<file path="src/rtl/mem_port_arbiter_pkg.sv">
// Shared definitions for the two-port memory arbiter: FSM state codes, which
// double as the debug owner codes, and default memory geometry.
package mem_port_arbiter_pkg;

  localparam int DEF_AW = 8;
  localparam int DEF_DW = 16;

  typedef logic [1:0] state_t;

  localparam state_t ST_IDLE = 2'b00;
  localparam state_t ST_OWN0 = 2'b01;
  localparam state_t ST_OWN1 = 2'b10;

  function automatic state_t own_state(input logic port);
    return port ? ST_OWN1 : ST_OWN0;
  endfunction

endpackage

</file>
<file path="src/rtl/mem_port_arbiter_rd_tag_pipe.sv">
// RD_LAT-deep shift register of {valid, tag} that tracks in-flight reads so
// each memory result is steered back to the port that issued it.
module arb_rd_tag_pipe #(
  parameter int RD_LAT = 1
) (
  input  logic clk,
  input  logic rst_n,
  input  logic in_valid,
  input  logic in_tag,
  output logic out_valid,
  output logic out_tag
);

  logic [RD_LAT-1:0] valid_sr;
  logic [RD_LAT-1:0] tag_sr;

  always_ff @(posedge clk or negedge rst_n) begin
    if (!rst_n) begin
      valid_sr <= '0;
      tag_sr   <= '0;
    end else begin
      valid_sr[0] <= in_valid;
      tag_sr[0]   <= in_tag;
      for (int i = 1; i < RD_LAT; i++) begin
        valid_sr[i] <= valid_sr[i-1];
        tag_sr[i]   <= tag_sr[i-1];
      end
    end
  end

  assign out_valid = valid_sr[RD_LAT-1];
  assign out_tag   = tag_sr[RD_LAT-1];

endmodule

</file>
<file path="src/rtl/mem_port_arbiter.sv">
// Shares one single-port synchronous memory between the core (port 0) and the
// loader/debug port (port 1) with round-robin tie-break and bounded hold.
module mem_port_arbiter
  import mem_port_arbiter_pkg::*;
#(
  parameter int AW       = DEF_AW,
  parameter int DW       = DEF_DW,
  parameter int RD_LAT   = 1,
  parameter int MAX_HOLD = 4
) (
  input  logic          clk_50MHz,
  input  logic          reset_n,
  input  logic          req0,
  input  logic          we0,
  input  logic [AW-1:0] addr0,
  input  logic [DW-1:0] wdata0,
  output logic          gnt0,
  output logic          rvalid0,
  output logic [DW-1:0] rdata0,
  input  logic          req1,
  input  logic          we1,
  input  logic [AW-1:0] addr1,
  input  logic [DW-1:0] wdata1,
  output logic          gnt1,
  output logic          rvalid1,
  output logic [DW-1:0] rdata1,
  output logic [AW-1:0] mem_address,
  output logic          mem_wren,
  output logic [DW-1:0] mem_data,
  input  logic [DW-1:0] mem_q,
  output logic [1:0]    owner
);

  localparam int HW = (MAX_HOLD > 1) ? $clog2(MAX_HOLD) : 1;
  localparam logic [HW-1:0] HOLD_LAST = HW'(MAX_HOLD - 1);

  state_t        state;
  state_t        state_nxt;
  logic          rr_ptr;
  logic [HW-1:0] hold_cnt;
  logic          acc0;
  logic          acc1;
  logic          hold_done;
  logic          pipe_valid;
  logic          pipe_tag;

  assign acc0      = (state == ST_OWN0) && req0;
  assign acc1      = (state == ST_OWN1) && req1;
  assign hold_done = (hold_cnt == HOLD_LAST);

  always_comb begin
    state_nxt = state;
    case (state)
      ST_IDLE: begin
        if (req0 && req1)  state_nxt = own_state(rr_ptr);
        else if (req0)     state_nxt = ST_OWN0;
        else if (req1)     state_nxt = ST_OWN1;
      end
      ST_OWN0: begin
        if (!req0)                  state_nxt = req1 ? ST_OWN1 : ST_IDLE;
        else if (req1 && hold_done) state_nxt = ST_OWN1;
      end
      ST_OWN1: begin
        if (!req1)                  state_nxt = req0 ? ST_OWN0 : ST_IDLE;
        else if (req0 && hold_done) state_nxt = ST_OWN0;
      end
      default: state_nxt = ST_IDLE;
    endcase
  end

  // hold_cnt saturates so a long uncontested run still hands over promptly
  // once the other port starts requesting.
  always_ff @(posedge clk_50MHz or negedge reset_n) begin
    if (!reset_n) begin
      state    <= ST_IDLE;
      rr_ptr   <= 1'b0;
      hold_cnt <= '0;
    end else begin
      state <= state_nxt;
      if (state_nxt != state) begin
        hold_cnt <= '0;
        if (state_nxt == ST_OWN0)      rr_ptr <= 1'b1;
        else if (state_nxt == ST_OWN1) rr_ptr <= 1'b0;
      end else if ((acc0 || acc1) && !hold_done) begin
        hold_cnt <= hold_cnt + 1'b1;
      end
    end
  end

  always_comb begin
    mem_address = '0;
    mem_data    = '0;
    mem_wren    = 1'b0;
    if (acc0) begin
      mem_address = addr0;
      mem_data    = wdata0;
      mem_wren    = we0;
    end else if (acc1) begin
      mem_address = addr1;
      mem_data    = wdata1;
      mem_wren    = we1;
    end
  end

  arb_rd_tag_pipe #(
    .RD_LAT(RD_LAT)
  ) u_rd_tag_pipe (
    .clk      (clk_50MHz),
    .rst_n    (reset_n),
    .in_valid ((acc0 && !we0) || (acc1 && !we1)),
    .in_tag   (acc1),
    .out_valid(pipe_valid),
    .out_tag  (pipe_tag)
  );

  assign rvalid0 = pipe_valid && !pipe_tag;
  assign rvalid1 = pipe_valid && pipe_tag;
  assign rdata0  = mem_q;
  assign rdata1  = mem_q;
  assign gnt0    = (state == ST_OWN0);
  assign gnt1    = (state == ST_OWN1);
  assign owner   = state;

endmodule

</file>
<file path="config.mk">
export PLATFORM = sky130hd
export DESIGN_NAME = mem_port_arbiter
export DESIGN_NICKNAME = d
export VERILOG_FILES = /design/src/rtl/mem_port_arbiter_pkg.sv /design/src/rtl/mem_port_arbiter_rd_tag_pipe.sv /design/src/rtl/mem_port_arbiter.sv
export SDC_FILE = /design/constraint.sdc
export NUM_CORES = 1
export LEC_CHECK = 0
export CAP_MARGIN = 5
export CORE_MARGIN = 2
export CORE_UTILIZATION = 24
export DETAILED_ROUTE_END_ITERATION = 8
export PLACE_DENSITY_LB_ADDON = 0.05
export SETUP_SLACK_MARGIN = 0.4
export SLEW_MARGIN = 20
export SYNTH_ARGS = -nofsm -noshare
export SYNTH_HDL_FRONTEND = slang
export SYNTH_SLANG_ARGS = --single-unit
</file>
<file path="constraint.sdc">
create_clock -name clk_50MHz -period 2.1 [get_ports clk_50MHz]
set_input_delay 0.525 -clock clk_50MHz [delete_from_list [all_inputs] [get_ports clk_50MHz]]
set_output_delay 0.525 -clock clk_50MHz [all_outputs]
set_load 0.02 [all_outputs]
</file>
==> metrics.cfg <==
[drt]
wire_per_inst_microns=16.7
drc=0
ant_nets=0
via_count=1105
dr.pass1.iters=4
viasPerCell=4.62
initialDrtViolationCount=28
totalWireLength_mm=4.00

[finish]
post-route-cell-area_sq_mm=0.00222
n_fill_cell=325
fin_nets=264
layout-drive-gt1-share_pct=52.9
area.growth.synth_to_final_pct=138
post-route-util_pct=59.8
finalNonFillerCells=239
diodes=0

[logic_synthesis]
async_flop_share_pct=100
avgSynthCellArea_sq_um=8.67
synth_common_cells=34 x buf_4, 26 x a22o_1, 7 x dfrtp_1
synthFlopType=dfrtp_1
synth_area_leaders=buf_4 27%, a22o_1 24%, dfrtp_1 19%
synth_area_sq_um=936
yosysTopAreaCellShare_pct=27.3
ys_seq_area_share_pct=18.7
ys_seq_elements=7
synth_edf_count=0
yosysTopAreaCell=buf_4
synth_fp_nets=180
synth_warnings=0
synth.most_common_cell=buf_4
ys_types=28
synthCells=108

[die]
die_height_microns=66.4
num_io_pins=133
core_area_sq_mm=0.00372
rows=22
start_util_pct=25.2
die_area_sq_mm=0.00441
dieWidth_microns=66.4

[pwr]
p_total_mw=1.14
p_comb_share_pct=67.3
switchingPower_mw=0.386
seqPwrFrac_pct=15.7
power_density_mw_per_mm2=512
ir_drop_v=0.000428
clockPowerShare_pct=17.0
internal_power_mw=0.752
power_leakage_nw=1.04
swShare_pct=33.9

[placement]
place_hpwl_mm=2.90
post-place-ws_ps=-658
place.gp.congestion=0.709
place_area_sq_mm=0.00190
numPortBuffers=84
place_inst=217

[clocking]
insertion_delay_ps=230
clock-sinks=7
cts_buffers=3
clock_path_buffers=2
htreeDepth=1
cts-root-buf=clkbuf_8
path_clk_slew_ps=40
cts_tree=built

[sta]
max_slew_margin_pct=76.9
min_period_ps=2060
fin_tns_setup_ps=0
fmax_ghz=0.485
fin_crit_sh_pct=98.1
worst_pin_slew_ps=345
skew_ps=1.56
rsz0062_at_grt=yes
setup_violations=0
hold_viol=0
drv_slew=0
hold_slack_ps=566
layout_setup_ws_ps=39.5

[setup_path]
crit_path_end_kind=output pin
cp_data_arrival_time_ps=1540
critical_path.slowest_cell=dfrtp_2
critPathMaxStageDelay_ps=400
cp_max_fo=6
required_ps=1570
critPathKind=flop to output pin
start_kind=flop
critical_path.cell_chain=and3b_2, buf_12, buf_16, a22o_4, buf_6

[grt]
grt_antenna_before_repair=0
track_usage_pct=17.4
grt_pass1_vias=1158
grt_remaining_overflow=0
grt_start_max_net_pins=10
grt_pass1_wl_mm=5.78

[run]
drv_cap=0

[run_status]
status=completed

[min_path]
hold_class=input port to async pin

[power groups by stage]
stage	registers (mW)	clock network [mW]	logic, mW
2_1_floorplan	0.183	0	0.415
3_3_place_gp	0.178	0	0.620
3_5_place_dp	0.179	0	0.627
4_1_cts	0.178	0.199	0.741
5_1_grt	0.183	0.210	0.813
6_report	0.179	0.193	0.766
[worst max-delay path, delay by kind of cell (launching register included)]
| kind | cells | cell delay (ps) |
|---|---|---|
| flops | 1 | 400 |
| simple gates | 1 | 280 |
| buf+inv | 3 | 400 |
| compound gates | 1 | 210 |
[layout by cell type, fill, tap and decap left out, drive strengths merged]
| cell | count |
|---|---|
| buf | 62 |
| clkdlybuf4s50 | 51 |
| a22o | 26 |
| dfrtp | 7 |
| nor2b | 5 |
| clkbuf | 5 |
| dlygate4sd2 | 4 |
| o21ai | 4 |
| nand2 | 3 |
| a21oi | 3 |
| nor2 | 3 |
| nand3b | 2 |
| ha | 2 |
| nor3 | 2 |
| inv | 2 |
| and3 | 1 |
| and3b | 1 |
| o22ai | 1 |
| and2 | 1 |
| a31oi | 1 |
| a2bb2oi | 1 |
| mux2i | 1 |
| xnor2 | 1 |
| mux2 | 1 |
| nand3 | 1 |
[cell type report]
| cell class | instances | area (sq um) | area share [%] |
|---|---|---|---|
| Tap cell | 48 | 60.1 | 2.70 |
| Inverter | 2 | 10.0 | 0.450 |
| Multi-Input combinational cell | 60 | 684 | 30.8 |
| Sequential cell | 7 | 178 | 7.99 |
| Clock buffer | 4 | 45.0 | 2.03 |
| Timing Repair Buffer | 118 | 1250 | 56.0 |
[final timing paths]
check	cells after the start	slack, ps	from	to
max	5	40	owner[0]	mem_address[6]
min	1	570	reset_n	u_rd_tag_pipe.out_tag
max reg2reg	9	110	owner[0]	rr_ptr
min reg2reg	1	580	rr_ptr	rr_ptr
max in group asynchronous	1	1260	reset_n	owner[0]
min in group clk_50MHz	1	580	rr_ptr	rr_ptr
[cell families after synthesis]
logic type      share of synthesized area [%]
xor+xnor                                0.936
flops                                    18.7
compound gates                           32.4
buf+inv                                  31.4
fa+ha+maj                                2.67
mux                                      2.67
simple gates                             11.2
[timing repair]
item | 4_1_cts | 5_1_grt
setup buffers | 12 | 3
endpoints found under the setup margin | 34 | 29
pin swaps | 14 | 11
gates resized for setup | 181 | 11
gates cloned | 3 | 0
hold buffers | 0 | 0
[registers in the layout, summed over array words and instances (netlist names)]
name,count
hold_cnt,2
u_rd_tag_pipe.out_valid,1
u_rd_tag_pipe.out_tag,1
owner,2
rr_ptr,1
[routing by layer]
| layer | GRT usage [%] | wire, microns | vias up |
|---|---|---|---|
| met2 | 30.1 | 2050 | 61 |
| li1 | - | - | 527 |
| met4 | 5.87 | 68 | 0 |
| met5 | 0 | 0 | - |
| met3 | 5.96 | 421 | 14 |
| met1 | 19.9 | 1470 | 503 |
Note: power is estimated with default switching activity, not from simulation.
